**src/rtl/ring_osc_freq_counter.sv**
```systemverilog
// Ring-oscillator frequency counter: counts synchronized rising edges of osc_in
// over a gate window of 2^GATE_LOG2 clk cycles and holds the saturating result.
module ring_osc_freq_counter #(
    parameter int GATE_LOG2 = 10,
    parameter int CNT_W     = 16
) (
    input  logic       clk,
    input  logic       rst_n,
    input  logic       osc_in,
    input  logic       start,
    input  logic       byte_sel,
    output logic       busy,
    output logic       done,
    output logic       ovf,
    output logic [7:0] count_out
);

    typedef enum logic [1:0] {
        ST_IDLE = 2'd0,
        ST_GATE = 2'd1,
        ST_DONE = 2'd2
    } state_t;

    localparam logic [CNT_W-1:0]     CNT_MAX    = {CNT_W{1'b1}};
    localparam logic [CNT_W-1:0]     CNT_ONE    = {{(CNT_W-1){1'b0}}, 1'b1};
    localparam logic [GATE_LOG2-1:0] TIMER_LAST = {GATE_LOG2{1'b1}};
    localparam logic [GATE_LOG2-1:0] TIMER_ONE  = {{(GATE_LOG2-1){1'b0}}, 1'b1};

    state_t               state_q;
    logic                 s1_q, s2_q, s3_q;
    logic                 edge_s;
    logic                 sat_s;
    logic [GATE_LOG2-1:0] timer_q;
    logic [CNT_W-1:0]     cnt_q;
    logic [CNT_W-1:0]     cnt_d;
    logic [CNT_W-1:0]     result_q;
    logic                 ovf_q;
    logic [15:0]          result_ext_s;

    // Synchronizer chain plus edge-history flop; free-running, never cleared by start.
    always_ff @(posedge clk or negedge rst_n) begin
        if (!rst_n) begin
            s1_q <= 1'b0;
            s2_q <= 1'b0;
            s3_q <= 1'b0;
        end else begin
            s1_q <= osc_in;
            s2_q <= s1_q;
            s3_q <= s2_q;
        end
    end

    assign edge_s = s2_q & ~s3_q;

    // Saturating next value of the edge counter for the current cycle.
    always_comb begin
        sat_s = (cnt_q == CNT_MAX);
        if (edge_s && !sat_s) begin
            cnt_d = cnt_q + CNT_ONE;
        end else begin
            cnt_d = cnt_q;
        end
    end

    // Measurement FSM with gate timer, edge counter, result and overflow flag.
    always_ff @(posedge clk or negedge rst_n) begin
        if (!rst_n) begin
            state_q  <= ST_IDLE;
            timer_q  <= {GATE_LOG2{1'b0}};
            cnt_q    <= {CNT_W{1'b0}};
            result_q <= {CNT_W{1'b0}};
            ovf_q    <= 1'b0;
        end else begin
            case (state_q)
                ST_IDLE, ST_DONE: begin
                    if (start) begin
                        timer_q <= {GATE_LOG2{1'b0}};
                        cnt_q   <= {CNT_W{1'b0}};
                        ovf_q   <= 1'b0;
                        state_q <= ST_GATE;
                    end else begin
                        state_q <= state_q;
                    end
                end
                ST_GATE: begin
                    timer_q <= timer_q + TIMER_ONE;
                    cnt_q   <= cnt_d;
                    if (edge_s && sat_s) begin
                        ovf_q <= 1'b1;
                    end else begin
                        ovf_q <= ovf_q;
                    end
                    // The final gate cycle's edge is already folded into cnt_d.
                    if (timer_q == TIMER_LAST) begin
                        result_q <= cnt_d;
                        state_q  <= ST_DONE;
                    end else begin
                        state_q  <= ST_GATE;
                    end
                end
                default: begin
                    state_q <= ST_IDLE;
                end
            endcase
        end
    end

    assign busy = (state_q == ST_GATE);
    assign done = (state_q == ST_DONE);
    assign ovf  = ovf_q;

    // Zero-extend the result to 16 bits and select the requested byte.
    always_comb begin
        result_ext_s             = 16'd0;
        result_ext_s[CNT_W-1:0]  = result_q;
        if (byte_sel) begin
            count_out = result_ext_s[15:8];
        end else begin
            count_out = result_ext_s[7:0];
        end
    end

endmodule
```
**config.mk**
```make
export PLATFORM = sky130hd
export DESIGN_NAME = ring_osc_freq_counter
export DESIGN_NICKNAME = d
export VERILOG_FILES = /design/src/rtl/ring_osc_freq_counter.sv
export SDC_FILE = /design/constraint.sdc
export NUM_CORES = 1
export LEC_CHECK = 0
export ABC_AREA = 1
export ABC_CLOCK_PERIOD_IN_PS = 4200
export BUFFER_PORTS_ARGS = -buffer_cell sky130_fd_sc_hd__clkbuf_2
export CAP_MARGIN = 0
export CORE_AREA = 2 2 72 74
export CTS_CLUSTER_DIAMETER = 100
export DETAILED_ROUTE_END_ITERATION = 10
export DIE_AREA = 0 0 74 76
export PLACE_DENSITY_LB_ADDON = 0.25
export SLEW_MARGIN = 30
export SYNTH_ARGS = -nofsm -noshare
export SYNTH_HDL_FRONTEND = slang
export SYNTH_SLANG_ARGS = --single-unit
```
**constraint.sdc**
```tcl
create_clock -name clk -period 4.2 [get_ports clk]
set_input_delay 0.42 -clock clk [delete_from_list [all_inputs] [get_ports clk]]
set_output_delay 0.42 -clock clk [all_outputs]
set_load 0.05 [all_outputs]
```
==> results of run 1 <==
[critical path, stage by stage, from the launching register on]
cell	delay, ns
dfrtp_1	0.43
nand2_2	0.17
clkinv_1	0.64
clkbuf_2	0.45
[metrics by stage]
| step | hold WS [ns] | total power [mW] |
|---|---|---|
| final | 0.194 | 1.37 |
| after global routing | 0.201 | 1.47 |
| after CTS | 0.208 | 1.38 |
| after global placement | 0.334 | 1.00 |
| after detailed placement | 0.337 | 1.02 |
| after floorplan | 0.124 | 0.927 |
[power breakdown]
part	internal [mW]	total [mW]	switching (mW)	leakage, nW
Clock	0.195	0.354	0.159	0.0614
Combinational	0.123	0.320	0.197	0.775
Sequential	0.565	0.693	0.128	0.633
[cell families (layout without fill, tap and decap cells)]
kind of cell | after synthesis | after routing | synth area share [%]
buffers and inverters | 38 | 55 | 5.95
adder cells (fa/ha/maj) | 2 | 2 | 0.959
multiplexers | 8 | 8 | 3.45
flip-flops | 48 | 48 | 46.0
AO/OA/AOI/OAI | 22 | 22 | 4.89
AND/OR/NAND/NOR | 224 | 224 | 38.4
XOR/XNOR | 1 | 1 | 0.336
[registers in the layout (all words and copies together) (netlist names)]
register and count:
cnt_q 16, result_ext_s 16, s1_q 1, s3_q 1
s2_q 1, ovf 1, timer_q 10, state_q 2
[layer usage]
metal	wire length [µm]	track usage [%]
met3	177	4.50
met4	170	10.7
met5	0	0
met2	2750	36.8
met1	2500	27.7
[final timing paths]
check / start / end / slack [ns] / depth (start not counted)
max: state_q[0]$_DFFE_PN0P_ / busy / 1.78 / 3
min: rst_n / cnt_q[13]$_DFFE_PN0P_ / 0.19 / 2
max reg2reg: cnt_q[1]$_DFFE_PN0P_ / cnt_q[0]$_DFFE_PN0P_ / 2.07 / 8
min reg2reg: s1_q$_DFF_PN0_ / s2_q$_DFF_PN0_ / 0.36 / 0
max in group asynchronous: rst_n / cnt_q[11]$_DFFE_PN0P_ / 3.59 / 2
min in group clk: osc_in / s1_q$_DFF_PN0_ / 0.22 / 1
[area by class of cell]
| type | count | area share (%) |
|---|---|---|
| multi-input cells | 257 | 43.7 |
| clock buffers | 6 | 2.88 |
| well taps | 70 | 3.06 |
| inverters | 31 | 4.11 |
| clock inverters | 2 | 1.35 |
| flip-flops and latches | 48 | 42.0 |
| repair buffers | 16 | 2.88 |
[cells in the final DEF (no fill, tap or decap), types with 2 or more instances in the layout]
master    instances
inv_2             2
mux2_2            8
o21ai_0           8
nand2_1         131
nor2_1           23
a21oi_1           5
o21ai_1           3
nor2_2            5
nand3_1          42
dfrtp_1          48
clkbuf_8          6
nand4_1           6
ha_1              2
clkbuf_2         15
nor3_1            2
inv_1            27
nor2_4            3
nand3b_1          3
nand2_2           6
o21bai_1          2
==> run_results.csv, run 1 <==
group,metric,value,unit
cts,cts_sinks,48,
drt,postRouteAntennaNets,0,
floorplan,die_w,74,µm
critical_path,cp.arrival,2.00,ns
worst_hold_path,min_path_type,"in -> async",
cells_and_area,fillers,444,
yosys,yosysMostFrequentCell,"nand2_1",
yosys,synth-seq-cells,48,
cells_and_area,syn2layout_area_growth,9.74,%
cts,numCtsBuffers,5,
yosys,syn_area_per_cell,7.61,µm²
yosys,synth_ff_type,"dfrtp_1",
drt,vias,2215,
floorplan,coreArea,4910,µm²
timing,rsz0062_at_grt,"no",
grt,grt_pass1_vias,2139,
placed_design,place_congestion,0.880,
timing,maxSlewHeadroom,37.5,%
cells_and_area,final_layout_size_suffix_gt1_share,14.2,%
placed_design,place_inst,422,
floorplan,pin_count,16,
cells_and_area,stdcell_count,430,
floorplan,initial_core_util,53.1,%
cts,htree_levels,2,
job,max_cap_viol_count,0,
timing,finalSetupViolations,0,
cts,clockBufferDepth,2,
placed_design,place_area,2740,µm²
yosys,yosysWarnings,0,
status,status,"finished clean",
placed_design,port_buffers,15,
placed_design,place_ws,2.10,ns
cts,path_clk_slew,0.09,ns
cts,clk_latency,0.31,ns
drt,wl,5600,µm
yosys,synth_common_cells,"nand2_1 (131), dfrtp_1 (48), nand3_1 (42), inv_1 (27), nor2_1 (23)",
timing,tns,0,ns
cells_and_area,postLayoutCoreUtil,58.3,%
drt,drt_iter0_markers,152,
cells_and_area,diodes,0,
cts,post_cts_buffers,0,
cts,cts.root.buffer_cell,"clkbuf_8",
floorplan,die_height,76,µm
cells_and_area,design_area,2860,µm²
pwr,p_leak,1.47,nW
critical_path,startpoint_type,"flip-flop",
yosys,async_flop_share,100,%
drt,post-route-drc-count,0,
yosys,synthDistinctLibCells,31,
critical_path,crit_fanout,26,
yosys,yosys-top-cells-area,"dfrtp_1 (46%), nand2_1 (19%), nand3_1 (8.1%)",
drt,routed_via_density,5.15,
grt,grt_pass1_wl,9730,µm
yosys,seq_area_frac_synth,46.0,%
grt,grt_overflow,0,
grt,antenna_found_initial,0,
grt,grt_util_all_layers,22.4,%
cts,cts_hold_buf,0,
timing,fin_crit_sh,57.7,%
cts,cts_tree,"yes",
yosys,synth_top_area_share,46.0,%
pwr,pwr_density_cell,478,nW/µm²
cells_and_area,nets,366,
timing,timing.final.crit_period,2.42,ns
critical_path,end_kind,"primary output",
placed_design,dp_hpwl,3980,µm
drt,dr.pass1.iters,4,
timing,fmax,413,MHz
yosys,syn_nets,350,
yosys,synth_edf_count,0,
floorplan,rows,26,
cells_and_area,regArea,1200,µm²
timing,slew_violations,0,
critical_path,critPathKind,"reg -> out",
cts,cts_resized,0,
timing,clock_skew,0.00893,ns
critical_path,critical_path_required,3.78,ns
pwr,vdd_ir_drop_max,0.000270,V
grt,grt_max_degree,49,
yosys,yosys.area.top_type,"dfrtp_1",
cells_and_area,multi_input_area,1250,µm²
timing,tightest_slew,0.931,ns
timing,worst_slack,1.78,ns
floorplan,dieArea,5620,µm²
drt,drt-wirelength-per-cell,13.0,µm
yosys,synthCells,343,
timing,hold_viol_final,0,
yosys,synth.cell_area,2610,µm²
(Power assumes the default switching activity.)
==> run 2: changes to the inputs <==
Settings changed: ABC_CLOCK_PERIOD_IN_PS 4200 to 2300.
Clock period 4.2 ns to 2.3 ns, I/O delays scaled along.
==> run_results.csv, run 2 (synthesis gave the netlist of run 1 again) <==
group,metric,value,unit
status,status,"finished clean",
cts,clockBufferDepth,2,
timing,timing.final.crit_period,1.87,ns
floorplan,die_height,76,µm
timing,tightest_slew,0.625,ns
timing,fin_crit_sh,81.2,%
floorplan,pin_count,16,
critical_path,critical_path_required,2.07,ns
cells_and_area,diodes,0,
floorplan,die_w,74,µm
floorplan,dieArea,5620,µm²
cells_and_area,mostFrequentLayoutCells,"nand2_1 (131), dfrtp_1 (48), nand3_1 (42), inv_1 (27), nor2_1 (23)",
cts,path_clk_slew,0.09,ns
grt,grt_max_degree,26,
drt,drt_iter0_markers,129,
cts,cts_resized,0,
cts,htree_levels,2,
cts,cts_sinks,48,
grt,antenna_found_initial,0,
cts,cts.root.buffer_cell,"clkbuf_8",
critical_path,end_kind,"primary output",
timing,maxSlewHeadroom,58.4,%
placed_design,place_inst,425,
timing,slew_violations,0,
drt,drt-wirelength-per-cell,13.3,µm
worst_hold_path,min_path_type,"in -> reg",
drt,vias,2239,
placed_design,dp_hpwl,4260,µm
critical_path,cp.arrival,1.64,ns
timing,clock_skew,0.00697,ns
timing,finalSetupViolations,0,
placed_design,place_congestion,0.854,
critical_path,crit_fanout,13,
drt,routed_via_density,5.17,
pwr,pwr_density_cell,827,nW/µm²
grt,grt_overflow,0,
cts,numCtsBuffers,5,
grt,grt_pass1_vias,2277,
placed_design,port_buffers,15,
cells_and_area,final_common_cell,"nand2_1",
drt,dr.pass1.iters,4,
timing,rsz0062_at_grt,"no",
drt,wl,5770,µm
floorplan,coreArea,4910,µm²
cells_and_area,nets,370,
cells_and_area,syn2layout_area_growth,10.3,%
drt,post-route-drc-count,0,
critical_path,startpoint_type,"flip-flop",
cells_and_area,stdcell_count,433,
job,max_cap_viol_count,0,
pwr,vdd_ir_drop_max,0.000455,V
timing,tns,0,ns
timing,hold_viol_final,0,
grt,grt_util_all_layers,23.8,%
cells_and_area,final_layout_size_suffix_gt1_share,14.6,%
timing,fmax,536,MHz
floorplan,rows,26,
grt,grt_pass1_wl,10500,µm
drt,postRouteAntennaNets,0,
critical_path,critPathKind,"reg -> out",
critical_path,regToRegSetupSlack,0.51,ns
pwr,p_leak,1.48,nW
cts,clk_latency,0.30,ns
floorplan,initial_core_util,53.1,%
cts,cts_tree,"yes",
[run 2: final timing paths]
kind / to / start / cells past startpoint
worst min-delay path: s1_q$_DFF_PN0_ / osc_in / 1
worst min register to register: s2_q$_DFF_PN0_ / s1_q$_DFF_PN0_ / 0
worst max register to register: result_ext_s[14]$_DFFE_PN0P_ / cnt_q[0]$_DFFE_PN0P_ / 9
min in group asynchronous: result_ext_s[7]$_DFFE_PN0P_ / rst_n / 2
max in group asynchronous: cnt_q[14]$_DFFE_PN0P_ / rst_n / 3
worst max-delay path: busy / state_q[0]$_DFFE_PN0P_ / 3
[run 2: worst max-delay path, cell delays in order (launching register included)]
cell and delay, ns:
dfrtp_1 0.43, nand2_2 0.18, clkinv_1 0.36, clkbuf_2 0.36
[run 2: metal layers]
metal / GRT usage (%) / wire (µm)
met2: 39.5 / 2870
met4: 7.82 / 107
met1: 30.9 / 2570
met5: 0 / 0
met3: 4.23 / 212
[run 2: repair_timing]
item,4_1_cts,5_1_grt
hold endpoints to repair,23,0
hold buffers,1,0
buffers inserted,0,0
[run 2: report_power, final]
| part | leakage [nW] | switching [mW] | total (mW) | internal, mW |
|---|---|---|---|---|
| Sequential | 0.633 | 0.237 | 1.27 | 1.03 |
| Combinational | 0.798 | 0.366 | 0.595 | 0.229 |
| Clock | 0.0473 | 0.277 | 0.517 | 0.240 |
[run 2: area by class of cell]
| class | count | area (µm²) |
|---|---|---|
| fillers | 462 | 2030 |
| multi-input cells | 257 | 1250 |
| flip-flops and latches | 48 | 1200 |
| repair buffers | 20 | 128 |
| inverters | 31 | 118 |
| well taps | 70 | 87.6 |
| clock buffers | 6 | 82.6 |
| clock inverters | 1 | 8.76 |
[run 2: stage by stage]
stage               util [%]  hold WS (ns)  instance area [µm²]  setup WS (ns)  total power [mW]
CTS                     58.6        0.0151                 2880          0.417              2.40
global placement        56.5         0.276                 2780          0.603              1.85
global route            58.6        0.0188                 2880          0.285              2.59
detailed placement      56.5         0.275                 2780          0.550              1.88
floorplan                  -       -0.0656                 2610          0.718              1.69
finish                  58.6        0.0271                 2880          0.433              2.38
